`src/rtl/face_matrix_player_if.sv`:
```
// Signal bundle between the game controller and the end-of-game face player.
// The controller side (master) raises fail/win and watches repeatRst/busy;
// the player side (slave) drives the matrix rows/columns and the buzzer.
interface face_matrix_player_if;
  logic       fail;
  logic       win;
  logic [7:0] hang;
  logic [7:0] red;
  logic [7:0] green;
  logic       beep;
  logic       repeatRst;
  logic       busy;

  modport master (
    output fail, win,
    input  hang, red, green, beep, repeatRst, busy
  );

  modport slave (
    input  fail, win,
    output hang, red, green, beep, repeatRst, busy
  );
endinterface

```
`src/rtl/face_matrix_player.sv`:
```
// End-of-game display and sound block.
// On a fail/win trigger it scans a crying (red) or smiley (green) face onto
// the 8x8 matrix, plays a mode-dependent square wave on the buzzer, and after
// HOLD_CYCLES raises repeatRst until the controller drops both triggers.
//
// state | meaning
// ------+-----------------------------------------------------------------
// IDLE  | matrix blank, waiting for fail or win
// SHOW  | face scanned row by row, tone running, hold counter advancing
// DONE  | matrix blank, repeatRst high until fail and win are both low
module face_matrix_player #(
  parameter int SCAN_DIV       = 1,
  parameter int TONE_FAIL      = 11,
  parameter int TONE_WIN       = 5,
  parameter int HOLD_CYCLES    = 501,
  parameter bit ROW_ACTIVE_LOW = 1'b1
) (
  input  logic                 clk,
  input  logic                 rst_n,
  face_matrix_player_if.slave  bus
);

  // Counter widths hold the parameter value itself, so the terminal compares
  // below (param-1) always fit and no counter can wrap.
  localparam int TONE_MAX = (TONE_FAIL > TONE_WIN) ? TONE_FAIL : TONE_WIN;
  localparam int SW       = $clog2(SCAN_DIV + 1);
  localparam int TW       = $clog2(TONE_MAX + 1);
  localparam int HW       = $clog2(HOLD_CYCLES + 1);

  localparam logic [SW-1:0] SCAN_LAST      = SW'(SCAN_DIV - 1);
  localparam logic [TW-1:0] TONE_FAIL_LAST = TW'(TONE_FAIL - 1);
  localparam logic [TW-1:0] TONE_WIN_LAST  = TW'(TONE_WIN - 1);
  localparam logic [HW-1:0] HOLD_LAST      = HW'(HOLD_CYCLES - 1);

  localparam logic [7:0] HANG_IDLE = ROW_ACTIVE_LOW ? 8'hFF : 8'h00;

  typedef enum logic [1:0] {
    S_IDLE = 2'd0,
    S_SHOW = 2'd1,
    S_DONE = 2'd2
  } state_t;

  state_t        r_state;
  logic          r_mode;      // 1 = fail (crying face), 0 = win (smiley)
  logic [2:0]    r_row;
  logic [SW-1:0] r_scan_cnt;
  logic [TW-1:0] r_tone_cnt;
  logic [HW-1:0] r_hold_cnt;

  logic [7:0]    r_hang;
  logic [7:0]    r_red;
  logic [7:0]    r_green;
  logic          r_beep;
  logic          r_repeat_rst;
  logic          r_busy;

  logic          w_trig;
  logic          w_scan_wrap;
  logic [2:0]    w_row_next;
  logic [TW-1:0] w_tone_last;

  // Crying face, row 0 at the top.
  function automatic logic [7:0] fail_row(input logic [2:0] i_row);
    logic [7:0] v;
    case (i_row)
      3'd0:    v = 8'h81;
      3'd1:    v = 8'h42;
      3'd2:    v = 8'h24;
      3'd3:    v = 8'h42;
      3'd4:    v = 8'h81;
      3'd5:    v = 8'h18;
      3'd6:    v = 8'h24;
      default: v = 8'h42;
    endcase
    return v;
  endfunction

  // Smiley face, row 0 at the top.
  function automatic logic [7:0] win_row(input logic [2:0] i_row);
    logic [7:0] v;
    case (i_row)
      3'd0:    v = 8'h00;
      3'd1:    v = 8'h66;
      3'd2:    v = 8'h66;
      3'd3:    v = 8'h00;
      3'd4:    v = 8'h81;
      3'd5:    v = 8'h42;
      3'd6:    v = 8'h3C;
      default: v = 8'h00;
    endcase
    return v;
  endfunction

  // Row 0 sits on hang[7]; only the selected row carries the active level.
  function automatic logic [7:0] row_sel(input logic [2:0] i_row);
    logic [7:0] s;
    s = 8'h80 >> i_row;
    return ROW_ACTIVE_LOW ? ~s : s;
  endfunction

  // Next-row and tone-period selection shared by the SHOW branch.
  assign w_trig      = bus.fail | bus.win;
  assign w_scan_wrap = (r_scan_cnt == SCAN_LAST);
  assign w_row_next  = w_scan_wrap ? (r_row + 3'd1) : r_row;
  assign w_tone_last = r_mode ? TONE_FAIL_LAST : TONE_WIN_LAST;

  // Sequencer: state, counters and all registered outputs in one place.
  always_ff @(posedge clk or negedge rst_n) begin
    if (!rst_n) begin
      r_state      <= S_IDLE;
      r_mode       <= 1'b0;
      r_row        <= '0;
      r_scan_cnt   <= '0;
      r_tone_cnt   <= '0;
      r_hold_cnt   <= '0;
      r_hang       <= HANG_IDLE;
      r_red        <= 8'h00;
      r_green      <= 8'h00;
      r_beep       <= 1'b0;
      r_repeat_rst <= 1'b0;
      r_busy       <= 1'b0;
    end else begin
      case (r_state)
        S_IDLE: begin
          if (w_trig) begin
            // Fail wins a tie; mode stays frozen for the whole sequence.
            r_state      <= S_SHOW;
            r_mode       <= bus.fail;
            r_row        <= '0;
            r_scan_cnt   <= '0;
            r_tone_cnt   <= '0;
            r_hold_cnt   <= '0;
            r_hang       <= row_sel(3'd0);
            r_red        <= bus.fail ? fail_row(3'd0) : 8'h00;
            r_green      <= bus.fail ? 8'h00 : win_row(3'd0);
            r_beep       <= 1'b0;
            r_repeat_rst <= 1'b0;
            r_busy       <= 1'b1;
          end
        end

        S_SHOW: begin
          if (r_hold_cnt == HOLD_LAST) begin
            // Hold time used up; blank the matrix and ask for a restart.
            r_state      <= S_DONE;
            r_row        <= '0;
            r_scan_cnt   <= '0;
            r_tone_cnt   <= '0;
            r_hold_cnt   <= '0;
            r_hang       <= HANG_IDLE;
            r_red        <= 8'h00;
            r_green      <= 8'h00;
            r_beep       <= 1'b0;
            r_repeat_rst <= 1'b1;
          end else begin
            r_hold_cnt <= r_hold_cnt + 1'b1;

            r_scan_cnt <= w_scan_wrap ? '0 : (r_scan_cnt + 1'b1);
            r_row      <= w_row_next;
            r_hang     <= row_sel(w_row_next);
            r_red      <= r_mode ? fail_row(w_row_next) : 8'h00;
            r_green    <= r_mode ? 8'h00 : win_row(w_row_next);

            if (r_tone_cnt == w_tone_last) begin
              r_tone_cnt <= '0;
              r_beep     <= ~r_beep;
            end else begin
              r_tone_cnt <= r_tone_cnt + 1'b1;
            end
          end
        end

        S_DONE: begin
          // Triggers dropping is the controller's acknowledgement of repeatRst.
          if (!w_trig) begin
            r_state      <= S_IDLE;
            r_repeat_rst <= 1'b0;
            r_busy       <= 1'b0;
          end
        end

        default: begin
          r_state      <= S_IDLE;
          r_hang       <= HANG_IDLE;
          r_red        <= 8'h00;
          r_green      <= 8'h00;
          r_beep       <= 1'b0;
          r_repeat_rst <= 1'b0;
          r_busy       <= 1'b0;
        end
      endcase
    end
  end

  assign bus.hang      = r_hang;
  assign bus.red       = r_red;
  assign bus.green     = r_green;
  assign bus.beep      = r_beep;
  assign bus.repeatRst = r_repeat_rst;
  assign bus.busy      = r_busy;

endmodule

```
`src/flat_wrapper.sv`:
```
// flat-port wrapper written by rule: the top's interface ports become plain ports
module face_matrix_player_flat 
#(
  parameter int SCAN_DIV       = 1,
  parameter int TONE_FAIL      = 11,
  parameter int TONE_WIN       = 5,
  parameter int HOLD_CYCLES    = 501,
  parameter bit ROW_ACTIVE_LOW = 1'b1
)
  (clk, rst_n, bus_fail, bus_win, bus_hang, bus_red, bus_green, bus_beep, bus_repeatRst, bus_busy);
  face_matrix_player_if bus_i ();
  input  logic clk;
  input  logic rst_n;
  input wire logic [$bits(bus_i.fail)-1:0] bus_fail;
  input wire logic [$bits(bus_i.win)-1:0] bus_win;
  output wire logic [$bits(bus_i.hang)-1:0] bus_hang;
  output wire logic [$bits(bus_i.red)-1:0] bus_red;
  output wire logic [$bits(bus_i.green)-1:0] bus_green;
  output wire logic [$bits(bus_i.beep)-1:0] bus_beep;
  output wire logic [$bits(bus_i.repeatRst)-1:0] bus_repeatRst;
  output wire logic [$bits(bus_i.busy)-1:0] bus_busy;
  assign bus_i.fail = bus_fail;
  assign bus_i.win = bus_win;
  assign bus_hang = bus_i.hang;
  assign bus_red = bus_i.red;
  assign bus_green = bus_i.green;
  assign bus_beep = bus_i.beep;
  assign bus_repeatRst = bus_i.repeatRst;
  assign bus_busy = bus_i.busy;
  face_matrix_player #(.SCAN_DIV(SCAN_DIV), .TONE_FAIL(TONE_FAIL), .TONE_WIN(TONE_WIN), .HOLD_CYCLES(HOLD_CYCLES), .ROW_ACTIVE_LOW(ROW_ACTIVE_LOW)) u_core (.clk(clk), .rst_n(rst_n), .bus(bus_i));
endmodule
```
`config.mk`:
```
export PLATFORM = sky130hd
export DESIGN_NAME = face_matrix_player_flat
export DESIGN_NICKNAME = d
export VERILOG_FILES = /design/src/rtl/face_matrix_player_if.sv /design/src/rtl/face_matrix_player.sv /design/src/flat_wrapper.sv
export SDC_FILE = /design/constraint.sdc
export NUM_CORES = 1
export LEC_CHECK = 0
export BUFFER_PORTS_ARGS = -buffer_cell sky130_fd_sc_hd__buf_4
export CAP_MARGIN = 20
export CORE_MARGIN = 3
export CORE_UTILIZATION = 58
export CTS_CLUSTER_DIAMETER = 200
export CTS_CLUSTER_SIZE = 40
export DETAILED_ROUTE_END_ITERATION = 10
export GPL_TIMING_DRIVEN = 1
export MAX_ROUTING_LAYER = met4
export PLACE_DENSITY = 0.92
export SYNTH_ARGS = -nofsm -noshare
export SYNTH_HDL_FRONTEND = slang
export SYNTH_SLANG_ARGS = --single-unit
```
`constraint.sdc`:
```
create_clock -name clk -period 3.03 [get_ports clk]
set_clock_uncertainty 0.2 [all_clocks]
set_input_delay 0.1515 -clock clk [delete_from_list [all_inputs] [get_ports clk]]
set_output_delay 0.1515 -clock clk [all_outputs]
set_load 0.05 [all_outputs]
```
==> flow_metrics.py <==
metrics = {
    "critical_path": {
        "rrSetupSlack_ps": 920,
        "r2r_cells": 6,
        "cp-start-kind": "flop",
        "arrival_ps": 2190,
        "cp-end-kind": "flop",
        "path_max_fanout": 14,
        "critical_path_required_ps": 3110,
        "r2r-end": "u_core.r_hold_cnt[6]",
        "reg2reg_from": "u_core.r_hold_cnt[0]",
        "crit_type": "reg -> reg",
    },
    "timing": {
        "tns_ps": 0,
        "tightest_slew_ps": 781.7,
        "relSlewSlack_pct": 47.51,
        "setup_ws_ps": 922.8,
        "min_period_ps": 2107,
        "setup_viol": 0,
        "finalCritPeriodShare_pct": 69.54,
        "rsz0062_at_grt": "no",
        "final_max_slew_viol_count": 0,
        "fmax_mhz": 474.6,
        "hold_violations": 0,
        "timing.hold.ws_ps": 76.60,
    },
    "placement": {
        "routabilityCongestion": 0.8740,
        "place_hpwl_mm": 2.840,
        "preCtsSetupSlack_ps": 958.1,
        "portBuffers": 30,
    },
    "routing": {
        "drtPass1Iterations": 4,
        "routed_via_density": 5.678,
        "totalWireLength_mm": 3.919,
        "drc": 0,
        "wl_per_cell_um": 15.37,
        "drt_iter0_markers": 106,
        "route.vias.total": 1448,
        "postRouteAntennaNets": 0,
    },
    "synth": {
        "synthSimpleGateAreaFrac_pct": 16.22,
        "synth_edf_count": 0,
        "synth.most_common_cell": "dfrtp_1",
        "netlist.area_leader.share_pct": 37.49,
        "synth.yosys.seq_area_share_pct": 48.35,
        "syn_nets": 196,
        "synth.area.mux_share_pct": 0.5171,
        "synthCells": 183,
        "synth_cell_types": 51,
        "async_flop_share_pct": 100.0,
        "syn_area_mm2": 0.001936,
        "synth_top_area_cell": "dfrtp_1",
        "postSynthRegisterBits": 37,
        "synth_top_family_by_area": "compound AO/OA/AOI/OAI gates",
        "avgSynthCellArea_um2": 10.58,
        "synth_fa_ha_area_share_pct": 6.335,
        "synth-xor-area-share_pct": 2.715,
        "synth_common_cells": "dfrtp_1, nor2_1, nand2_1",
        "synth_compound_area_share_pct": 17.91,
        "yosys_warnings": 0,
        "synth_ff_type": "dfrtp_1",
        "synth.area.top_cells": "dfrtp_1, dfstp_2, ha_1",
    },
    "clocking": {
        "cts_tree": "built",
        "cts_setup_buffers": 0,
        "cts_sinks": 37,
        "clk_pin_slew_ps": 120,
        "cts_root_buf": "clkbuf_4",
        "clock_latency_ps": 360,
        "cts_inserted_buffers": 5,
        "h-tree-depth": 2,
        "post_cts_resized": 0,
        "ctsLongestPathBuffers": 2,
    },
    "floorplan": {
        "coreArea_mm2": 0.003128,
        "die_w_um": 63.77,
        "die_h_um": 63.77,
        "rows": 20,
        "die-area_mm2": 0.004067,
        "start_util_pct": 61.88,
        "ios": 31,
    },
    "layout": {
        "n_antenna_cell": 0,
        "area_growth_pct": 14.74,
        "fin_nets": 223,
        "drive_above_1_share_pct": 28.44,
        "final_util_pct": 71.00,
        "fillers": 215,
    },
    "global_routing": {
        "grt-ovfl-total": 0,
        "track_usage_pct": 22.38,
        "grt_pass1_vias": 1468,
        "grt_pass1_wl_mm": 6.900,
        "antenna_found_initial": 0,
        "grt_max_degree": 38,
    },
    "power": {
        "vdd_ir_drop_max_mv": 0.5827,
        "power_leakage_nw": 0.9804,
        "power.density_mw_per_mm2": 1107,
    },
    "run": {
        "maxCapViolCount": 0,
    },
    "worst_hold_path": {
        "hp-class": "in -> async",
    },
    "outcome": {
        "outcome": "finished clean",
    },
}
## per-layer routing
| layer | global-route usage [%] | routed length [µm] | share of wire (%) |
|---|---|---|---|
| met5 | - | 0 | 0 |
| met4 | 7.817 | 28 | 0.71 |
| met3 | 7.030 | 219 | 5.6 |
| met2 | 34.55 | 1946 | 50 |
| met1 | 27.90 | 1725 | 44 |
## state kept, by name, indices dropped and copies added (netlist names)
register              flops
u_core.r_hold_cnt         9
u_core.bus.hang           8
u_core.bus.green          4
u_core.bus.red            4
u_core.r_tone_cnt         4
u_core.r_row              3
u_core.bus.beep           1
u_core.bus.busy           1
u_core.bus.repeatRst      1
u_core.r_mode             1
u_core.r_state            1
## worst max path at each step
| stage | from | to | slack (ps) | cells after the start |
|---|---|---|---|---|
| 3_3_place_gp | u_core.r_hold_cnt[0] | u_core.r_hold_cnt[6] | 1030 | 6 |
| 2_1_floorplan | u_core.r_row[0] | u_core.bus.green[0] | 1230 | 4 |
| 6_report | u_core.r_hold_cnt[0] | u_core.r_hold_cnt[6] | 920 | 6 |
| 4_1_cts | u_core.r_hold_cnt[0] | u_core.r_hold_cnt[6] | 940 | 6 |
| 5_1_grt | u_core.r_hold_cnt[0] | u_core.r_hold_cnt[6] | 730 | 6 |
| 3_5_place_dp | u_core.r_hold_cnt[0] | u_core.r_hold_cnt[6] | 960 | 6 |
## cell families after synthesis
kind of cell,Yosys count
and+or+nand+nor,59
xor gates and xnor gates,6
buffers and inverters,22
DFF,37
adders and majority gates,10
AOI/OAI and AO/OA,48
muxes,1
## layout by cell type (no fill, tap or decap), drive strengths merged, types with 2 or more instances in the layout
cell type	instances
a22o	2
o31ai	4
a32o	5
nand3	5
dfstp	8
nand2	13
nand2b	3
nor4	3
dfrtp	29
nor2	22
ha	9
a21o	2
buf	30
a31oi	4
nand4b	2
clkbuf	6
a21oi	13
dlygate4sd3	4
o21ai	9
nor3	2
xnor2	6
inv	8
## worst max-delay path, cell delays in order (launching register included)
cell and delay [ps]:
dfrtp_1 430, inv_1 70, ha_1 180, and4b_2 240
a21oi_2 510, o21ai_0 210, a31oi_1 200
## power by group
group          switching (mW)  internal (mW)
registers               0.190          0.706
logic                   0.794          0.407
clock network           0.166          0.196
total                    1.15           1.31
## metrics by stage
| step | area, µm² | power [mW] | cells |
|---|---|---|---|
| 3_3_place_gp | 2092 | 2.050 | 243 |
| 6_report | 2221 | 2.458 | 255 |
| 5_1_grt | 2221 | 2.612 | 255 |
| 2_1_floorplan | 1936 | 1.799 | 183 |
| 4_1_cts | 2221 | 2.460 | 255 |
| 3_5_place_dp | 2092 | 2.094 | 243 |
## layout make-up
cell class | count | area, µm² | area share, %
Sequential cell | 37 | 935.9 | 42.14
Multi-Input combinational cell | 124 | 845.8 | 38.08
Timing Repair Buffer | 34 | 265.3 | 11.94
Tap cell | 44 | 55.05 | 2.479
Clock buffer | 6 | 51.30 | 2.310
Clock inverter | 2 | 37.54 | 1.690
Inverter | 8 | 30.03 | 1.352
## what timing repair did
| item | 4_1_cts | 5_1_grt |
|---|---|---|
| hold buffers | 4 | 0 |
| endpoints found under the hold margin | 40 | 0 |
| endpoints found under the setup margin | 0 | 0 |
(Power assumes the default switching activity.)
